File: config.mk
export PLATFORM = sky130hd
export DESIGN_NAME = uart_tx_framer
export DESIGN_NICKNAME = d
export VERILOG_FILES = /design/src/rtl/uart_tx_framer.sv
export SDC_FILE = /design/constraint.sdc
export NUM_CORES = 1
export LEC_CHECK = 0
export ABC_AREA = 1
export CORE_MARGIN = 1.5
export CORE_UTILIZATION = 45
export DETAILED_ROUTE_END_ITERATION = 8
export RECOVER_POWER = 25
export SYNTH_ARGS = -nofsm -noshare
export SYNTH_HDL_FRONTEND = slang
export SYNTH_SLANG_ARGS = --single-unit
File: constraint.sdc
create_clock -name clk -period 3.88 [get_ports clk]
set_input_delay 0.388 -clock clk [delete_from_list [all_inputs] [get_ports clk]]
set_output_delay 0.388 -clock clk [all_outputs]
set_load 0.01 [all_outputs]
File: src/rtl/uart_tx_framer.sv
// Buffered UART transmitter: small byte FIFO feeding an 8-bit LSB-first
// serialiser with optional even/odd parity and one or two stop bits.
module uart_tx_framer #(
  parameter int CLK_FREQ   = 50000000,
  parameter int BAUD       = 115200,
  parameter int FIFO_DEPTH = 4
) (
  input  logic       clk,
  input  logic       rst_n,
  input  logic [7:0] data_in,
  input  logic       data_valid,
  output logic       data_ready,
  input  logic [3:0] mode,
  output logic       tx_line,
  output logic       busy
);

  localparam int BIT_CLKS = CLK_FREQ / BAUD;
  localparam int CW       = $clog2(BIT_CLKS);
  localparam int AW       = $clog2(FIFO_DEPTH);

  localparam logic [CW-1:0] CNT_MAX  = CW'(BIT_CLKS - 1);
  localparam logic [AW:0]   FULL_CNT = (AW+1)'(FIFO_DEPTH);

  typedef enum logic [2:0] {
    IDLE,
    START,
    DATA,
    PARITY,
    STOP
  } state_t;

  state_t          state_q, state_d;
  logic [CW-1:0]   cnt_q, cnt_d;
  logic [2:0]      bit_q, bit_d;
  logic [7:0]      shift_q, shift_d;
  logic [2:0]      mode_q, mode_d;
  logic            par_q, par_d;
  logic            stop2_q, stop2_d;
  logic            tx_q, tx_d;

  logic [7:0]      mem_q [FIFO_DEPTH];
  logic [AW-1:0]   wr_ptr_q, rd_ptr_q;
  logic [AW:0]     count_q, count_d;

  logic            push;
  logic            pop;
  logic            empty;
  logic            cnt_zero;
  logic            unused_mode;

  // mode[3] is reserved and deliberately has no effect
  assign unused_mode = mode[3];

  assign empty      = (count_q == '0);
  assign data_ready = (count_q != FULL_CNT);
  assign push       = data_valid && data_ready;
  assign cnt_zero   = (cnt_q == '0);

  assign tx_line = tx_q;
  assign busy    = (state_q != IDLE) || !empty;

  always_comb begin
    count_d = count_q;
    unique case ({push, pop})
      2'b10:   count_d = count_q + 1'b1;
      2'b01:   count_d = count_q - 1'b1;
      default: count_d = count_q;
    endcase
  end

  always_ff @(posedge clk or negedge rst_n) begin
    if (!rst_n) begin
      wr_ptr_q <= '0;
      rd_ptr_q <= '0;
      count_q  <= '0;
      for (int i = 0; i < FIFO_DEPTH; i++) begin
        mem_q[i] <= '0;
      end
    end else begin
      count_q <= count_d;
      if (push) begin
        mem_q[wr_ptr_q] <= data_in;
        wr_ptr_q        <= wr_ptr_q + 1'b1;
      end
      if (pop) begin
        rd_ptr_q <= rd_ptr_q + 1'b1;
      end
    end
  end

  always_comb begin
    state_d = state_q;
    cnt_d   = cnt_q;
    bit_d   = bit_q;
    shift_d = shift_q;
    mode_d  = mode_q;
    par_d   = par_q;
    stop2_d = stop2_q;
    tx_d    = 1'b1;
    pop     = 1'b0;

    unique case (state_q)
      IDLE: begin
        if (!empty) begin
          pop     = 1'b1;
          shift_d = mem_q[rd_ptr_q];
          mode_d  = mode[2:0];
          par_d   = 1'b0;
          stop2_d = 1'b0;
          cnt_d   = CNT_MAX;
          state_d = START;
        end
      end
      START: begin
        tx_d = 1'b0;
        if (cnt_zero) begin
          cnt_d   = CNT_MAX;
          bit_d   = 3'd0;
          state_d = DATA;
        end else begin
          cnt_d = cnt_q - 1'b1;
        end
      end
      DATA: begin
        tx_d = shift_q[0];
        if (cnt_zero) begin
          cnt_d   = CNT_MAX;
          par_d   = par_q ^ shift_q[0];
          shift_d = {1'b0, shift_q[7:1]};
          if (bit_q == 3'd7) begin
            state_d = mode_q[0] ? PARITY : STOP;
          end else begin
            bit_d = bit_q + 3'd1;
          end
        end else begin
          cnt_d = cnt_q - 1'b1;
        end
      end
      PARITY: begin
        // running XOR of the data bits, inverted for odd parity
        tx_d = par_q ^ mode_q[1];
        if (cnt_zero) begin
          cnt_d   = CNT_MAX;
          state_d = STOP;
        end else begin
          cnt_d = cnt_q - 1'b1;
        end
      end
      STOP: begin
        tx_d = 1'b1;
        if (cnt_zero) begin
          if (mode_q[2] && !stop2_q) begin
            stop2_d = 1'b1;
            cnt_d   = CNT_MAX;
          end else begin
            cnt_d   = '0;
            state_d = IDLE;
          end
        end else begin
          cnt_d = cnt_q - 1'b1;
        end
      end
      default: begin
        state_d = IDLE;
        cnt_d   = '0;
      end
    endcase
  end

  // tx follows the current state one cycle later, so the line is glitch-free
  always_ff @(posedge clk or negedge rst_n) begin
    if (!rst_n) begin
      state_q <= IDLE;
      cnt_q   <= '0;
      bit_q   <= '0;
      shift_q <= '0;
      mode_q  <= '0;
      par_q   <= 1'b0;
      stop2_q <= 1'b0;
      tx_q    <= 1'b1;
    end else begin
      state_q <= state_d;
      cnt_q   <= cnt_d;
      bit_q   <= bit_d;
      shift_q <= shift_d;
      mode_q  <= mode_d;
      par_q   <= par_d;
      stop2_q <= stop2_d;
      tx_q    <= tx_d;
    end
  end

endmodule

==> impl_metrics.ini <==
[synthesis]
synth_top_family_by_area = simple AND/OR/NAND/NOR gates
async_flop_share = 1.00
ys_ff_latch = 68
synthFlopType = dfrtp_1
post-synth-top-count-cell = nand2_1
synthTopCellsByCount = 109 x nand2_1, 67 x dfrtp_1, 48 x o21ai_0
yosys.area_share.xor_xnor = 0.0201
synth_compound_area_frac = 0.148
yosys_warnings = 0
synthMuxAreaShare = 0
synth_edf_count = 0
synthTopCellsByArea = dfrtp_1 48%, nand2_1 12%, o21ai_0 6.9%
syn_nets = 438
synth_top_area_cell = dfrtp_1
synth_simple_gate_area_frac = 0.236
postSynthCellCount = 413
synth_area_sq_mm = 0.00348
seq_area_frac_synth = 0.489
synthAdderAreaFrac = 0.0381
syn_area_per_cell_sq_um = 8.43
synth_top_area_frac = 0.482
ys_types = 31

[grt]
grt_use_total = 0.182
grt_pass1_wl_microns = 12000
grt_overflow = 0
grt_max_degree = 69
antenna_found_initial = 0
grt_pass1_vias = 2635

[outcome]
violations = capacitance limit, slew limit
run_status = complete, but fails checks

[timing]
timing_hold_violations_final = 0
slew_headroom = -0.111
rsz0062_at_grt = no
finalSetupViolCount = 0
finalWorstSetupSlack_ns = 1.56
worst_pin_slew_ns = 1.67
whs_ns = 0.480
slew_viol_final = 69
setup_tns_ns = 0
finalCritPeriodShare = 0.598
period_minus_slack_ns = 2.32
fmax_mhz = 431
finalClockSkew_ns = 0.0107

[critical_path]
critPathCaptureType = output pin
critical_path_buf_inv_count = 3
crit_fanout = 9
critPathLaunch = count_q[1]
arrival_ns = 1.93
start_kind = flop
slowest_delay_ns = 0.49
crit_type = reg2out
r2r_cells = 11
reg2reg_to = count_q[2]
cp.depth = 5
critPathTopFamily = buffers and inverters
crit_slowest_cell = clkdlybuf4s50_1
endpoint = busy
timing.rr.start = state_q[1]
r2r_slack_ns = 1.67
crit_path_cell_trace = inv_1 -> nand3_1 -> nor2_4 -> inv_4 -> clkdlybuf4s50_1
required_ns = 3.49

[cts]
cts_root_buf = clkbuf_8
clkTransAtPathRegs_ns = 0.07
cts_made_buffers = 9
cts_buffer_depth = 2
clk_latency_ns = 0.34
cts_setup_buffers = 0
cts_tree = yes
postCtsResizedCells = 0
numClockSinks = 68
ctsHoldBuffers = 0
htreeDepth = 3

[place]
pre_cts_ws_ns = 1.67
hpwl_microns = 4570
routabilityCongestion = 0.865
numPortBuffers = 16

[layout]
area_delta_synth_final_pct = 12.9
drive_gt1_frac = 0.122
fin_util = 0.533
n_antenna_cell = 0
nNetsFinal = 454
fillCellCount = 703

[detailed_routing]
drt_wl_total_microns = 6770
vias = 2673
wl_met3_microns = 254
wl_met1_microns = 3200
firstDrtPassIters = 4
avgRoutedWirePerCell_microns = 12.7
met2WireLength_microns = 3230
drt_iter0_drc = 139
ant_nets = 0
drt_drc_violations_left = 0
viasPerCell = 5.02
top_layer_used = met4

[floorplanning]
core-area_sq_mm = 0.00737
ios = 18
start_util = 0.472
num_rows = 31
die_area_sq_mm = 0.00827
die_h_microns = 90.9
dieWidth_microns = 90.9

[power_and_ir_drop]
power.density_mw_per_mm2 = 535
comb_power_share = 0.211
switching_share = 0.292
sequentialPowerShare = 0.468
switching_power_uw = 614
finalPower_uw = 2100
ir_drop_v = 0.000296
clkPwrFrac = 0.321
internal_power_uw = 1490
power.leakage_uw = 0.00197

[job]
max_cap_viol_count = 1

[min_path]
hp-class = reg2reg
worstHoldStart = bit_q[1]
[how the worst min path moves through the flow]
stage,to,slack [ns],cells after the start
4_1_cts,cnt_q[4],0.28,2
3_5_place_dp,mem_q[18],0.47,2
6_report,bit_q[1],0.48,2
2_1_floorplan,bit_q[0],0.09,0
5_1_grt,bit_q[2],0.50,2
3_3_place_gp,bit_q[1],0.46,2
[per-stage QoR]
step | instances | cell area, sq um
after floorplan | 413 | 3480
after global placement | 517 | 3690
after detailed placement | 517 | 3690
after CTS | 533 | 3930
after global routing | 533 | 3930
final | 533 | 3930
[routing by layer]
metal / global-route usage / up-vias
met5: 0 / -
met4: 0.0482 / 0
met3: 0.0586 / 6
met2: 0.302 / 41
met1: 0.230 / 1260
li1: - / 1366
[sequential cells by signal, summed over array words and instances (netlist names)]
register  cells
mem_q        32
cnt_q         9
shift_q       8
bit_q         3
count_q       3
mode_q        3
state_q       3
rd_ptr_q      2
wr_ptr_q      2
par_q         1
stop2_q       1
tx_line       1
[power by group through the flow]
stage	Combinational (uW)	Sequential, uW	Clock, uW
4_1_cts	453	982	695
5_1_grt	525	1010	721
6_report	444	983	674
2_1_floorplan	344	974	0
3_3_place_gp	437	990	0
3_5_place_dp	450	994	0
[worst register-to-register path: stages, from the launching register on]
cell     delay (ns)
dfrtp_1        0.41
nor2_2         0.20
nand2_4        0.12
inv_2          0.08
nand2_4        0.07
inv_4          0.18
ha_1           0.18
inv_1          0.06
fa_1           0.38
a21oi_1        0.15
o21ai_0        0.11
xor2_1         0.15
[cell families (layout without fill, tap and decap cells)]
group                    after synthesis  count (layout)
XOR/XNOR                               8               8
flip-flops                            68              68
adder cells (fa/ha/maj)               10              10
AND/OR/NAND/NOR                      182             182
AO/OA/AOI/OAI                         90              90
buffers and inverters                 55              76
[cell usage in the layout (no fill, tap or decap), types with 3 or more instances in the layout]
cell type | netlist | final
nor2_1 | 36 | 36
inv_1 | 32 | 32
nand2_1 | 109 | 109
nor2_4 | 4 | 4
nand2_4 | 5 | 5
a21oi_1 | 3 | 3
inv_2 | 8 | 8
dfrtp_1 | 67 | 67
ha_1 | 9 | 9
o211a_1 | 6 | 6
o22ai_1 | 7 | 7
o21ai_2 | 3 | 3
nand3_1 | 17 | 17
nand2_2 | 6 | 6
o21ai_1 | 20 | 20
clkbuf_8 | 0 | 12
xor2_1 | 6 | 6
clkdlybuf4s50_1 | 0 | 15
o21ai_0 | 48 | 48
[final cells by class]
type / instances / area, sq um / share of cell area
flip-flops and latches: 68 / 1700 / 0.433
multi-input cells: 290 / 1540 / 0.392
clock buffers: 13 / 169 / 0.0430
inverters: 43 / 166 / 0.0424
repair buffers: 17 / 160 / 0.0408
well taps: 99 / 124 / 0.0315
clock inverters: 3 / 67.6 / 0.0172
Note: power is estimated with default switching activity, not from simulation.
